**src/rtl/flash_pkg.sv**
```systemverilog
// Shared types and timing defaults for the flash generator/capture pair.
// Tolerance helper compares unsigned values in both orderings to avoid wrap.
package flash_pkg;

  localparam int CNT_W_DEF      = 17;
  localparam int EXP_ON_DEF     = 513;
  localparam int EXP_PERIOD_DEF = 1025;
  localparam int TOL_DEF        = 4;
  localparam int TIMEOUT_DEF    = 4096;

  typedef enum logic [1:0] {
    IDLE,
    HIGH,
    LOW
  } state_e;

  function automatic logic within_tol(
    input logic [31:0] v,
    input logic [31:0] e,
    input logic [31:0] t
  );
    if (v >= e) return (v - e) <= t;
    else        return (e - v) <= t;
  endfunction

endpackage

```
**src/rtl/flash_edge_sync.sv**
```systemverilog
// Two-flop synchronizer for the flash line plus a history flop
// giving single-cycle rise/fall strobes.
module flash_edge_sync (
  input  logic clk,
  input  logic rst_n,
  input  logic flash_in,
  output logic level,
  output logic rise,
  output logic fall
);

  logic s1_q, s2_q, s3_q;

  always_ff @(posedge clk or negedge rst_n) begin
    if (!rst_n) begin
      s1_q <= 1'b0;
      s2_q <= 1'b0;
      s3_q <= 1'b0;
    end else begin
      s1_q <= flash_in;
      s2_q <= s1_q;
      s3_q <= s2_q;
    end
  end

  assign level = s2_q;
  assign rise  = s2_q & ~s3_q;
  assign fall  = ~s2_q & s3_q;

endmodule

```
**src/rtl/flash_capture.sv**
```systemverilog
// Measures high-time and period of a flash line, checks them against
// expected values and flags a line stuck high or low.
module flash_capture
  import flash_pkg::*;
#(
  parameter int CNT_W      = CNT_W_DEF,
  parameter int EXP_ON     = EXP_ON_DEF,
  parameter int EXP_PERIOD = EXP_PERIOD_DEF,
  parameter int TOL        = TOL_DEF,
  parameter int TIMEOUT    = TIMEOUT_DEF
) (
  input  logic             clk,
  input  logic             rst_n,
  input  logic             flash_in,
  output logic [CNT_W-1:0] on_width,
  output logic [CNT_W-1:0] period,
  output logic             meas_valid,
  output logic             match,
  output logic             stuck_hi,
  output logic             stuck_lo,
  output logic             level
);

  localparam logic [CNT_W-1:0] ONE  = CNT_W'(1);
  localparam logic [CNT_W-1:0] CMAX = '1;
  localparam logic [CNT_W-1:0] TMO  = CNT_W'(TIMEOUT);

  logic lvl, rise, fall, edge_w, tmo;

  state_e           state_q, state_d;
  logic [CNT_W-1:0] cnt_q, cnt_d;
  logic [CNT_W-1:0] per_cnt_q, per_cnt_d;
  logic [CNT_W-1:0] hi_len_q, hi_len_d;
  logic [CNT_W-1:0] on_q, on_d;
  logic [CNT_W-1:0] period_q, period_d;
  logic             meas_q, meas_d;
  logic             match_q, match_d;
  logic             shi_q, shi_d;
  logic             slo_q, slo_d;

  flash_edge_sync u_sync (
    .clk      (clk),
    .rst_n    (rst_n),
    .flash_in (flash_in),
    .level    (lvl),
    .rise     (rise),
    .fall     (fall)
  );

  assign edge_w = rise | fall;
  assign tmo    = !edge_w && (cnt_q == TMO);

  always_comb begin
    cnt_d     = cnt_q;
    per_cnt_d = per_cnt_q;
    hi_len_d  = hi_len_q;
    if (edge_w)              cnt_d = ONE;
    else if (cnt_q != CMAX)  cnt_d = cnt_q + ONE;
    if (rise)                    per_cnt_d = ONE;
    else if (per_cnt_q != CMAX)  per_cnt_d = per_cnt_q + ONE;
    if (fall) hi_len_d = cnt_q;
  end

  always_comb begin
    state_d  = state_q;
    on_d     = on_q;
    period_d = period_q;
    meas_d   = 1'b0;
    match_d  = match_q;
    shi_d    = shi_q;
    slo_d    = slo_q;
    if (edge_w) begin
      shi_d = 1'b0;
      slo_d = 1'b0;
    end
    // an edge in the same cycle always overrides the timeout
    if (tmo) begin
      state_d = IDLE;
      shi_d   = lvl;
      slo_d   = !lvl;
    end else begin
      unique case (state_q)
        IDLE: if (rise) state_d = HIGH;
        HIGH: if (fall) state_d = LOW;
        LOW: begin
          if (rise) begin
            on_d     = hi_len_q;
            period_d = per_cnt_q;
            meas_d   = 1'b1;
            match_d  = within_tol(32'(hi_len_q), 32'(EXP_ON), 32'(TOL))
                    && within_tol(32'(per_cnt_q), 32'(EXP_PERIOD), 32'(TOL));
            state_d  = HIGH;
          end
        end
        default: state_d = IDLE;
      endcase
    end
  end

  always_ff @(posedge clk or negedge rst_n) begin
    if (!rst_n) begin
      state_q   <= IDLE;
      cnt_q     <= '0;
      per_cnt_q <= '0;
      hi_len_q  <= '0;
      on_q      <= '0;
      period_q  <= '0;
      meas_q    <= 1'b0;
      match_q   <= 1'b0;
      shi_q     <= 1'b0;
      slo_q     <= 1'b0;
    end else begin
      state_q   <= state_d;
      cnt_q     <= cnt_d;
      per_cnt_q <= per_cnt_d;
      hi_len_q  <= hi_len_d;
      on_q      <= on_d;
      period_q  <= period_d;
      meas_q    <= meas_d;
      match_q   <= match_d;
      shi_q     <= shi_d;
      slo_q     <= slo_d;
    end
  end

  assign on_width   = on_q;
  assign period     = period_q;
  assign meas_valid = meas_q;
  assign match      = match_q;
  assign stuck_hi   = shi_q;
  assign stuck_lo   = slo_q;
  assign level      = lvl;

endmodule

```
**config.mk**
```make
export PLATFORM = sky130hd
export DESIGN_NAME = flash_capture
export DESIGN_NICKNAME = d
export VERILOG_FILES = /design/src/rtl/flash_pkg.sv /design/src/rtl/flash_edge_sync.sv /design/src/rtl/flash_capture.sv
export SDC_FILE = /design/constraint.sdc
export NUM_CORES = 1
export LEC_CHECK = 0
export CAP_MARGIN = 5
export CORE_MARGIN = 1
export CORE_UTILIZATION = 49
export CTS_CLUSTER_SIZE = 16
export DETAILED_ROUTE_END_ITERATION = 7
export GPL_TIMING_DRIVEN = 0
export PLACE_DENSITY = 0.69
export SLEW_MARGIN = 0
export SYNTH_ARGS = -nofsm -noshare
export SYNTH_HDL_FRONTEND = slang
export SYNTH_SLANG_ARGS = --single-unit
```
**constraint.sdc**
```tcl
create_clock -name clk -period 7.4 [get_ports clk]
set_clock_uncertainty 0.15 [all_clocks]
set_input_delay 1.48 -clock clk [delete_from_list [all_inputs] [get_ports clk]]
set_output_delay 1.48 -clock clk [all_outputs]
set_load 0.02 [all_outputs]
```
==> impl_metrics.ini, run 1 <==
[outcome]
outcome = complete, no violations

[setup_path]
crit_path_top_delay_cell = clkbuf_1
worstRegToRegCells = 13
endpoint = per_cnt_q[9]
ff2ff_setup_slack_ns = 3.98
crit_fanout = 10
crit_type = reg -> reg
critPathArrivalTime_ns = 3.51
crit_start = per_cnt_q[7]
cp-start-kind = register
crit_chain = clkbuf_1, and4_1, nand4_1, nor2_1, and4_1, ha_1, clkbuf_1, nor2b_1, nor3_1, and2_1, nand4_1, xor2_1, nor2_1
rr_endpoint = per_cnt_q[9]
cpPeakStageDelay_ns = 0.40
critPathRequiredTime_ns = 7.50
worstReg2RegStart = per_cnt_q[7]
end_kind = register

[synthesis]
synth_top_area_cell = dfrtp_1
ys_top_cells_by_count = nand2_1 (109), dfrtp_1 (94), nor2_1 (50)
synth_edf_count = 0
synth_cell_types = 65
syn_inst = 539
syn_nets = 558
synthArstFlopShare = 1.00
netlist.area_leader.share = 0.466
synth.top_cells.by_area = dfrtp_1 (47%), nand2_1 (8.1%), ha_1 (4.0%)
synth.most_common_cell = nand2_1
syn_area_per_cell_um2 = 9.36
yosys_warnings = 0
seq_area_frac_synth = 0.466
syn_area_um2 = 5050
synth_top_flop_cell = dfrtp_1
synth_seq_cells = 94

[drt]
antenna_left = 0
drc = 0
wl_per_cell_um = 15.8
dr.first_iter.drc_count = 191
firstDrtPassIters = 4
vias_per_cell = 5.56
vias = 4057
wl_um = 11600

[global_routing]
grt_pass1_vias = 3702
grtUsageTotal = 0.238
grt_max_degree = 62
antenna_found_initial = 0
grt.overflow.total = 0
grt_pass1_wl_um = 19200

[clocking]
cts_tree = done
htree_levels = 3
cts_setup_buffers = 0
numCtsBuffers = 9
cts-root-buf = clkbuf_8
cts.sinks = 94
clk_pin_slew_ns = 0.09
cts_hold_buf = 0
clk_path_buf_depth = 2
clock_latency_ns = 0.37
cts_resized = 0

[timing]
tightestPinTransition_ns = 0.759
setup_tns_ns = 0
finalHoldViolCount = 0
min_period_ns = 3.42
rsz0062_at_grt = false
fmax_ghz = 0.293
setup_ws_ns = 3.98
finalMaxSlewViolations = 0
fin_crit_sh = 0.462
relSlewSlack = 0.490
setup_violations = 0

[floorplanning]
num_rows = 36
start_util = 0.512
die_h_um = 103
dieArea_um2 = 10700
core_um2 = 9860
pin_count = 42
die_w_um = 103

[place]
portBuffers = 41
hpwl_um = 8250
pre_cts_ws_ns = 4.04
gp_congestion = 0.891

[cells_and_area]
syn2layout_area_growth_pct = 15.8
nets = 611
diodes = 0
drive_gt1_frac = 0.0905

[flow_run]
drv_cap = 0

[hold_path]
hold_path.class = reg -> reg

[power_and_ir_drop]
powerDensity_nw_per_um2 = 225
p_leak_nw = 2.65
ir_drop_uv = 131
-- report_power, final --
part | switching, mW | internal (mW) | total [mW] | leakage (nW)
sequential | 0.0420 | 0.551 | 0.593 | 1.28
clock | 0.192 | 0.143 | 0.336 | 0.0897
combinational | 0.217 | 0.171 | 0.388 | 1.28
total | 0.451 | 0.865 | 1.32 | 2.65
-- routing by layer --
layer	track usage	wire, µm
met3	0.0309	653
met4	0.0953	249
met5	0	0
met2	0.342	4980
met1	0.360	5680
-- cell type report --
class,instances,area [µm²]
fill,873,4020
clock inverter,5,42.5
sequential,94,2350
tap,133,166
buffer,33,174
multi-input combinational,399,2470
inverter,13,48.8
timing repair buffer,42,435
clock buffer,11,151
-- cells in the final DEF, fill, tap and decap left out, drive strengths merged, types with 3 or more instances in the layout --
cell type / n
o21ai: 15
clkinvlp: 3
inv: 13
mux2i: 8
mux2: 16
nand3: 22
dfrtp: 94
ha: 16
nand2b: 5
o31ai: 4
clkbuf: 32
nor4: 7
a2111oi: 3
clkdlybuf4s50: 40
and4: 6
a21oi: 18
buf: 14
nor2b: 4
or3: 5
a31oi: 4
a21boi: 4
and3: 3
xor2: 21
nor3: 15
nand2: 110
nor4b: 5
nand4: 8
nor2: 50
nand3b: 5
xnor2: 14
-- state kept, by name, indices dropped and copies added, names as in the netlist, 2 cells and up --
signal / flops
state_q: 2
period: 17
on_width: 17
per_cnt_q: 17
hi_len_q: 17
cnt_q: 17
-- logic make-up (layout without fill, tap and decap cells) --
logic type | Yosys count | in the layout | synth area share
fa+ha+maj | 16 | 16 | 0.0397
mux | 24 | 24 | 0.0516
compound gates | 66 | 66 | 0.0870
flops | 94 | 94 | 0.466
buf+inv | 46 | 104 | 0.0441
xor+xnor | 35 | 35 | 0.0608
simple gates | 258 | 258 | 0.251
-- stage by stage --
step | instances | util | cell area [µm²] | hold WS, ns | total power [mW]
6_report | 730 | 0.592 | 5840 | 0.211 | 1.32
2_1_floorplan | 539 | - | 5050 | 0.181 | 0.867
4_1_cts | 730 | 0.592 | 5840 | 0.214 | 1.32
3_3_place_gp | 713 | 0.570 | 5620 | 0.184 | 0.976
3_5_place_dp | 714 | 0.573 | 5650 | 0.189 | 0.984
5_1_grt | 730 | 0.592 | 5840 | 0.218 | 1.39
-- worst max-delay path, delay by kind of cell, from the launching register on --
| family | cells | cell delay [ns] |
|---|---|---|
| XOR/XNOR | 1 | 0.17 |
| AND/OR/NAND/NOR | 9 | 1.73 |
| buffers and inverters | 2 | 0.76 |
| adder cells (fa/ha/maj) | 1 | 0.14 |
| flip-flops | 1 | 0.35 |
-- worst min path at each step --
| stage | from | end | cells past startpoint |
|---|---|---|---|
| after global placement | u_sync.s1_q | u_sync.level | 0 |
| after CTS | u_sync.s1_q | u_sync.level | 0 |
| after detailed placement | u_sync.s1_q | u_sync.level | 0 |
| after floorplan | u_sync.s1_q | u_sync.level | 0 |
| final | u_sync.s1_q | u_sync.level | 0 |
| after global routing | u_sync.s1_q | u_sync.level | 0 |
Note: power is estimated with default switching activity, not from simulation.
==> run 2: changes to the inputs <==
Settings changed: PLACE_DENSITY 0.69 to 0.72.
Clock period 7.4 ns to 3.05 ns, I/O delays scaled along.
==> run 2 against run 1 <==
Against the previous run: count of clock-buffer cells in the layout is 2 lower; fmax is 23% higher; wire length is 4.2% lower; worst hold slack worse by 0.15 ns; design area is 0.86% higher; first-iteration DRC count is 9.4% higher; cell count is 0.55% lower; flip-flop and latch count stayed put; largest power group unchanged.
==> impl_metrics.ini, run 2 (same netlist as run 1, synthesis figures left out) <==
[outcome]
outcome = complete, no violations

[cells_and_area]
nets = 607
drive_gt1_frac = 0.101
ff_latch_area_um2 = 2350
syn2layout_area_growth_pct = 16.8
final_cell_mix = nand2_1 (108), dfrtp_1 (93), nor2_1 (50), clkdlybuf4s50_1 (40), nand3_1 (22)
multi_input_area_um2 = 2500
diodes = 0
fillers = 845
layout_commonest_cell = nand2_1

[setup_path]
crit_start = cnt_q[4]
crit_fanout = 7
crit_chain = and4_1, and3_1, and4_1, and4_1, ha_2, nand2_2, nand3_1, nor3_4, nand3_1, xor2_1, nor2_1
rr_endpoint = cnt_q[15]
cpPeakStageDelay_ns = 0.47
crit_family = simple AND/OR/NAND/NOR gates
crit_type = reg -> reg
critPathArrivalTime_ns = 2.89
crit_top_cell = and4_1
ff2ff_setup_slack_ns = 0.27
worstReg2RegStart = cnt_q[4]
endpoint = cnt_q[15]
crit_buf_inv = 0
end_kind = register
cp-start-kind = register
crit_path_top_delay_cell = dfrtp_1
critPathRequiredTime_ns = 3.16
critical_path_depth = 11
worstRegToRegCells = 11

[clocking]
clock_latency_ns = 0.38
cts_tree = done
clk_path_buf_depth = 2
numCtsBuffers = 9
cts_hold_buf = 0
cts-root-buf = clkbuf_8
clk_pin_slew_ns = 0.10
cts.sinks = 94
htree_levels = 3

[drt]
drc = 0
m1WireLength_um = 5470
wl_met3_um = 405
wl_met2_um = 5050
wl_per_cell_um = 15.3
routed.top_layer = met4
firstDrtPassIters = 5
vias = 4016
wl_um = 11100
antenna_left = 0
dr.first_iter.drc_count = 209
vias_per_cell = 5.53

[floorplanning]
die_w_um = 103
pin_count = 42
core_um2 = 9860
num_rows = 36
start_util = 0.512
die_h_um = 103
dieArea_um2 = 10700

[hold_path]
hold_path.class = in -> async

[power_and_ir_drop]
powerDensity_nw_per_um2 = 565
p_total_mw = 3.33
ir_drop_uv = 263
p_leak_nw = 2.67

[global_routing]
grt_pass1_wl_um = 18600
grt_pass1_vias = 3765
grtUsageTotal = 0.228
grt.overflow.total = 0
antenna_found_initial = 0
grt_max_degree = 56

[timing]
finalHoldViolCount = 0
relSlewSlack = 0.497
rsz0062_at_grt = false
min_period_ns = 2.78
holdWs_ns = 0.0584
fin_crit_sh = 0.913
fmax_ghz = 0.359
setup_violations = 0
finalMaxSlewViolations = 0
tightestPinTransition_ns = 0.749

[place]
hpwl_um = 7990
portBuffers = 41
gp_congestion = 0.850

[flow_run]
drv_cap = 0
[run 2: cell types whose count changed in the layout (fill, tap and decap cells not counted), moves of 2 or more]
cell	before	now
clkbuf_1	20	16
clkinvlp_4	3	0
inv_6	0	3
bufinv_16	0	2
clkbuf_8	12	10
ha_1	16	14
[run 2: final cells by class]
cell class,count,share of cell area
Clock buffer,9,0.0210
Buffer,29,0.0270
Inverter,13,0.00828
Clock inverter,7,0.0174
Sequential cell,94,0.399
Timing Repair Buffer,42,0.0739
Tap cell,133,0.0282
Multi-Input combinational cell,399,0.425
[run 2: report_power, final]
group | internal, mW | switching, mW
combinational | 0.417 | 0.513
sequential | 1.34 | 0.102
clock | 0.475 | 0.485
total | 2.23 | 1.10
[run 2: worst min path at each step]
stage / end / slack, ns
2_1_floorplan: cnt_q[0] / 0.16
3_3_place_gp: u_sync.level / 0.18
3_5_place_dp: u_sync.level / 0.19
4_1_cts: period[2] / 0.07
5_1_grt: period[2] / 0.1
6_report: period[2] / 0.06
[run 2: stage by stage]
| step | util | worst slack (ns) | setup TNS [ns] | instances | cell area (µm²) |
|---|---|---|---|---|---|
| 3_5_place_dp | 0.573 | -0.251 | -1.89 | 714 | 5650 |
| 2_1_floorplan | - | 0.273 | 0 | 539 | 5050 |
| 4_1_cts | 0.595 | 0.0528 | 0 | 727 | 5870 |
| 6_report | 0.597 | 0.266 | 0 | 726 | 5890 |
| 5_1_grt | 0.597 | 0.0626 | 0 | 726 | 5890 |
| 3_3_place_gp | 0.570 | -2.16 | -203.66 | 713 | 5620 |
[run 2: layer usage]
layer  vias to the layer above  GRT usage
li1                       1949          -
met1                      1953      0.337
met2                       101      0.338
met3                        13     0.0323
met4                         0     0.0878
met5                         -          0
[run 2: repair_timing]
| action | CTS | global route |
|---|---|---|
| buffers inserted | 0 | 0 |
| pin swaps | 0 | 1 |
| gates resized for setup | 2 | 6 |
| endpoints found under the setup margin | 14 | 12 |
==> run 3: changes to the inputs <==
Settings changed: SYNTH_HIERARCHICAL set to 1.
==> run 3 against run 2 <==
Against the previous run: first-iteration DRC count shrank 4.8%; worst hold slack got worse by 0.034 ns; die area decreased by 0.95%; worst setup slack worse by 0.054 ns; via count is 0.47% lower; count of clock-buffer cells in the layout is 3 higher; flip-flop and latch count did not move; design area is 1.6% lower; cell count up 0.28%; power decreased by 2.4%; synthesized cell count is 0.56% higher; wire length is 3.8% higher; largest cell class unchanged.
==> impl_metrics.ini, run 3 <==
[synthesis]
synth_seq_cells = 94
netlist.area_leader.share = 0.471
synth_edf_count = 0
syn_area_per_cell_um2 = 9.22
synth_top_area_cell = dfrtp_1
ys_top_cells_by_count = nand2_1 (113), dfrtp_1 (94), nor2_1 (50)
syn_nets = 559
yosys_warnings = 6
synth_top_flop_cell = dfrtp_1
synthArstFlopShare = 1.00
synth.most_common_cell = nand2_1
syn_inst = 542
seq_area_frac_synth = 0.471
synth.top_cells.by_area = dfrtp_1 (47%), nand2_1 (8.5%), nor2_1 (3.8%)
synth_cell_types = 58
syn_area_um2 = 5000

[setup_path]
cp-start-kind = register
critPathArrivalTime_ns = 2.93
worstRegToRegCells = 9
critPathRequiredTime_ns = 3.14
crit_start = per_cnt_q[8]
crit_type = reg -> reg
crit_fanout = 13
endpoint = per_cnt_q[14]
end_kind = register
rr_endpoint = per_cnt_q[14]
worstReg2RegStart = per_cnt_q[8]
ff2ff_setup_slack_ns = 0.21

[timing]
relSlewSlack = 0.548
finalHoldViolCount = 0
finalMaxSlewViolations = 0
fin_crit_sh = 0.931
tightestPinTransition_ns = 0.673
fmax_ghz = 0.352
holdWs_ns = 0.0240
min_period_ns = 2.84
setup_violations = 0
rsz0062_at_grt = false

[global_routing]
grt_pass1_wl_um = 19300
grt_pass1_vias = 3808
grtUsageTotal = 0.240
grt.overflow.total = 0
antenna_found_initial = 0
grt_max_degree = 64

[cells_and_area]
ff_latch_area_um2 = 2350
layout_commonest_cell = nand2_1
fin_util = 0.590
fillers = 923
diodes = 0
syn2layout_area_growth_pct = 16.0
drive_gt1_frac = 0.0874
multi_input_area_um2 = 2450
final_cell_mix = nand2_1 (113), dfrtp_1 (93), nor2_1 (50), clkdlybuf4s50_1 (40), clkbuf_1 (25)
nets = 607

[flow_run]
drv_cap = 0

[clocking]
numCtsBuffers = 9
htree_levels = 3
cts_tree = done
clk_path_buf_depth = 2
cts_hold_buf = 0
cts-root-buf = clkbuf_8
clk_pin_slew_ns = 0.09
clock_latency_ns = 0.36
cts.sinks = 94
cts_setup_buffers = 0

[floorplanning]
die_w_um = 103
die_h_um = 103
num_rows = 36
core_um2 = 9820
start_util = 0.509
dieArea_um2 = 10600
pin_count = 42

[power_and_ir_drop]
powerDensity_nw_per_um2 = 560
ir_drop_uv = 258
p_leak_nw = 2.65

[drt]
firstDrtPassIters = 5
vias_per_cell = 5.49
dr.first_iter.drc_count = 199
antenna_left = 0
vias = 3997
drc = 0
wl_per_cell_um = 15.8
wl_um = 11500

[hold_path]
hold_path.class = in -> async

[place]
hpwl_um = 8200
portBuffers = 41
gp_congestion = 0.901

[outcome]
outcome = complete, no violations
## run 3: power by group
part	total (mW)	internal, mW	switching, mW
logic	0.916	0.397	0.519
registers	1.47	1.35	0.117
clock network	0.864	0.427	0.437
## run 3: timing repair
action | CTS | global route
endpoints found under the setup margin | 11 | 15
resized for setup | 1 | 4
pin swaps | 0 | 0
## run 3: cells by family (layout without fill, tap and decap cells)
| group | count (synthesis) | after routing | synth area share |
|---|---|---|---|
| AND/OR/NAND/NOR | 256 | 256 | 0.244 |
| AO/OA/AOI/OAI | 72 | 72 | 0.0997 |
| adder cells (fa/ha/maj) | 14 | 14 | 0.0351 |
| multiplexers | 23 | 23 | 0.0498 |
| flip-flops | 94 | 94 | 0.471 |
| buffers and inverters | 48 | 101 | 0.0393 |
| XOR/XNOR | 35 | 35 | 0.0613 |
## run 3: stage by stage
| step | total power, mW | cell area, µm² | std cells | setup TNS, ns | setup WS [ns] |
|---|---|---|---|---|---|
| 2_1_floorplan | 2.10 | 5000 | 542 | 0 | 0.472 |
| 3_3_place_gp | 2.37 | 5570 | 716 | -198.96 | -2.12 |
| 3_5_place_dp | 2.40 | 5600 | 717 | -0.307 | -0.143 |
| 4_1_cts | 3.27 | 5800 | 731 | 0 | 0.0325 |
| 5_1_grt | 3.44 | 5800 | 728 | 0 | 0.0435 |
| 6_report | 3.25 | 5800 | 728 | 0 | 0.211 |
## run 3: how the worst min path moves through the flow
stage,depth (start not counted),slack (ns),endpoint,from
2_1_floorplan,0,0.16,cnt_q[0],rst_n
3_3_place_gp,0,0.19,u_sync/level,u_sync/s1_q
3_5_place_dp,0,0.20,u_sync/level,u_sync/s1_q
4_1_cts,1,0.04,per_cnt_q[11],rst_n
5_1_grt,1,0.04,per_cnt_q[11],rst_n
6_report,1,0.02,per_cnt_q[11],rst_n
## run 3: area by class of cell
type,instances,area share
inverter,13,0.00842
clock buffer,12,0.0268
tap,133,0.0287
timing repair buffer,42,0.0751
buffer,30,0.0224
clock inverter,4,0.00950
multi-input combinational,400,0.423
sequential,94,0.406
## run 3: critical path, cell delays in order, from the launching register on
cell and delay (ns):
dfrtp_2 0.51, and3_1 0.21, and3_1 0.22, nand4_1 0.19
nor3_1 0.10, ha_1 0.31, nor3_1 0.61, nand4_1 0.19
xor2_1 0.16, nor2_1 0.05
## run 3: per-layer routing
layer | GRT usage | wire [µm] | share of wire
met1 | 0.345 | 5550 | 0.48
met2 | 0.368 | 5260 | 0.46
met3 | 0.0441 | 561 | 0.049
met4 | 0.0748 | 142 | 0.012
met5 | 0 | 0 | 0
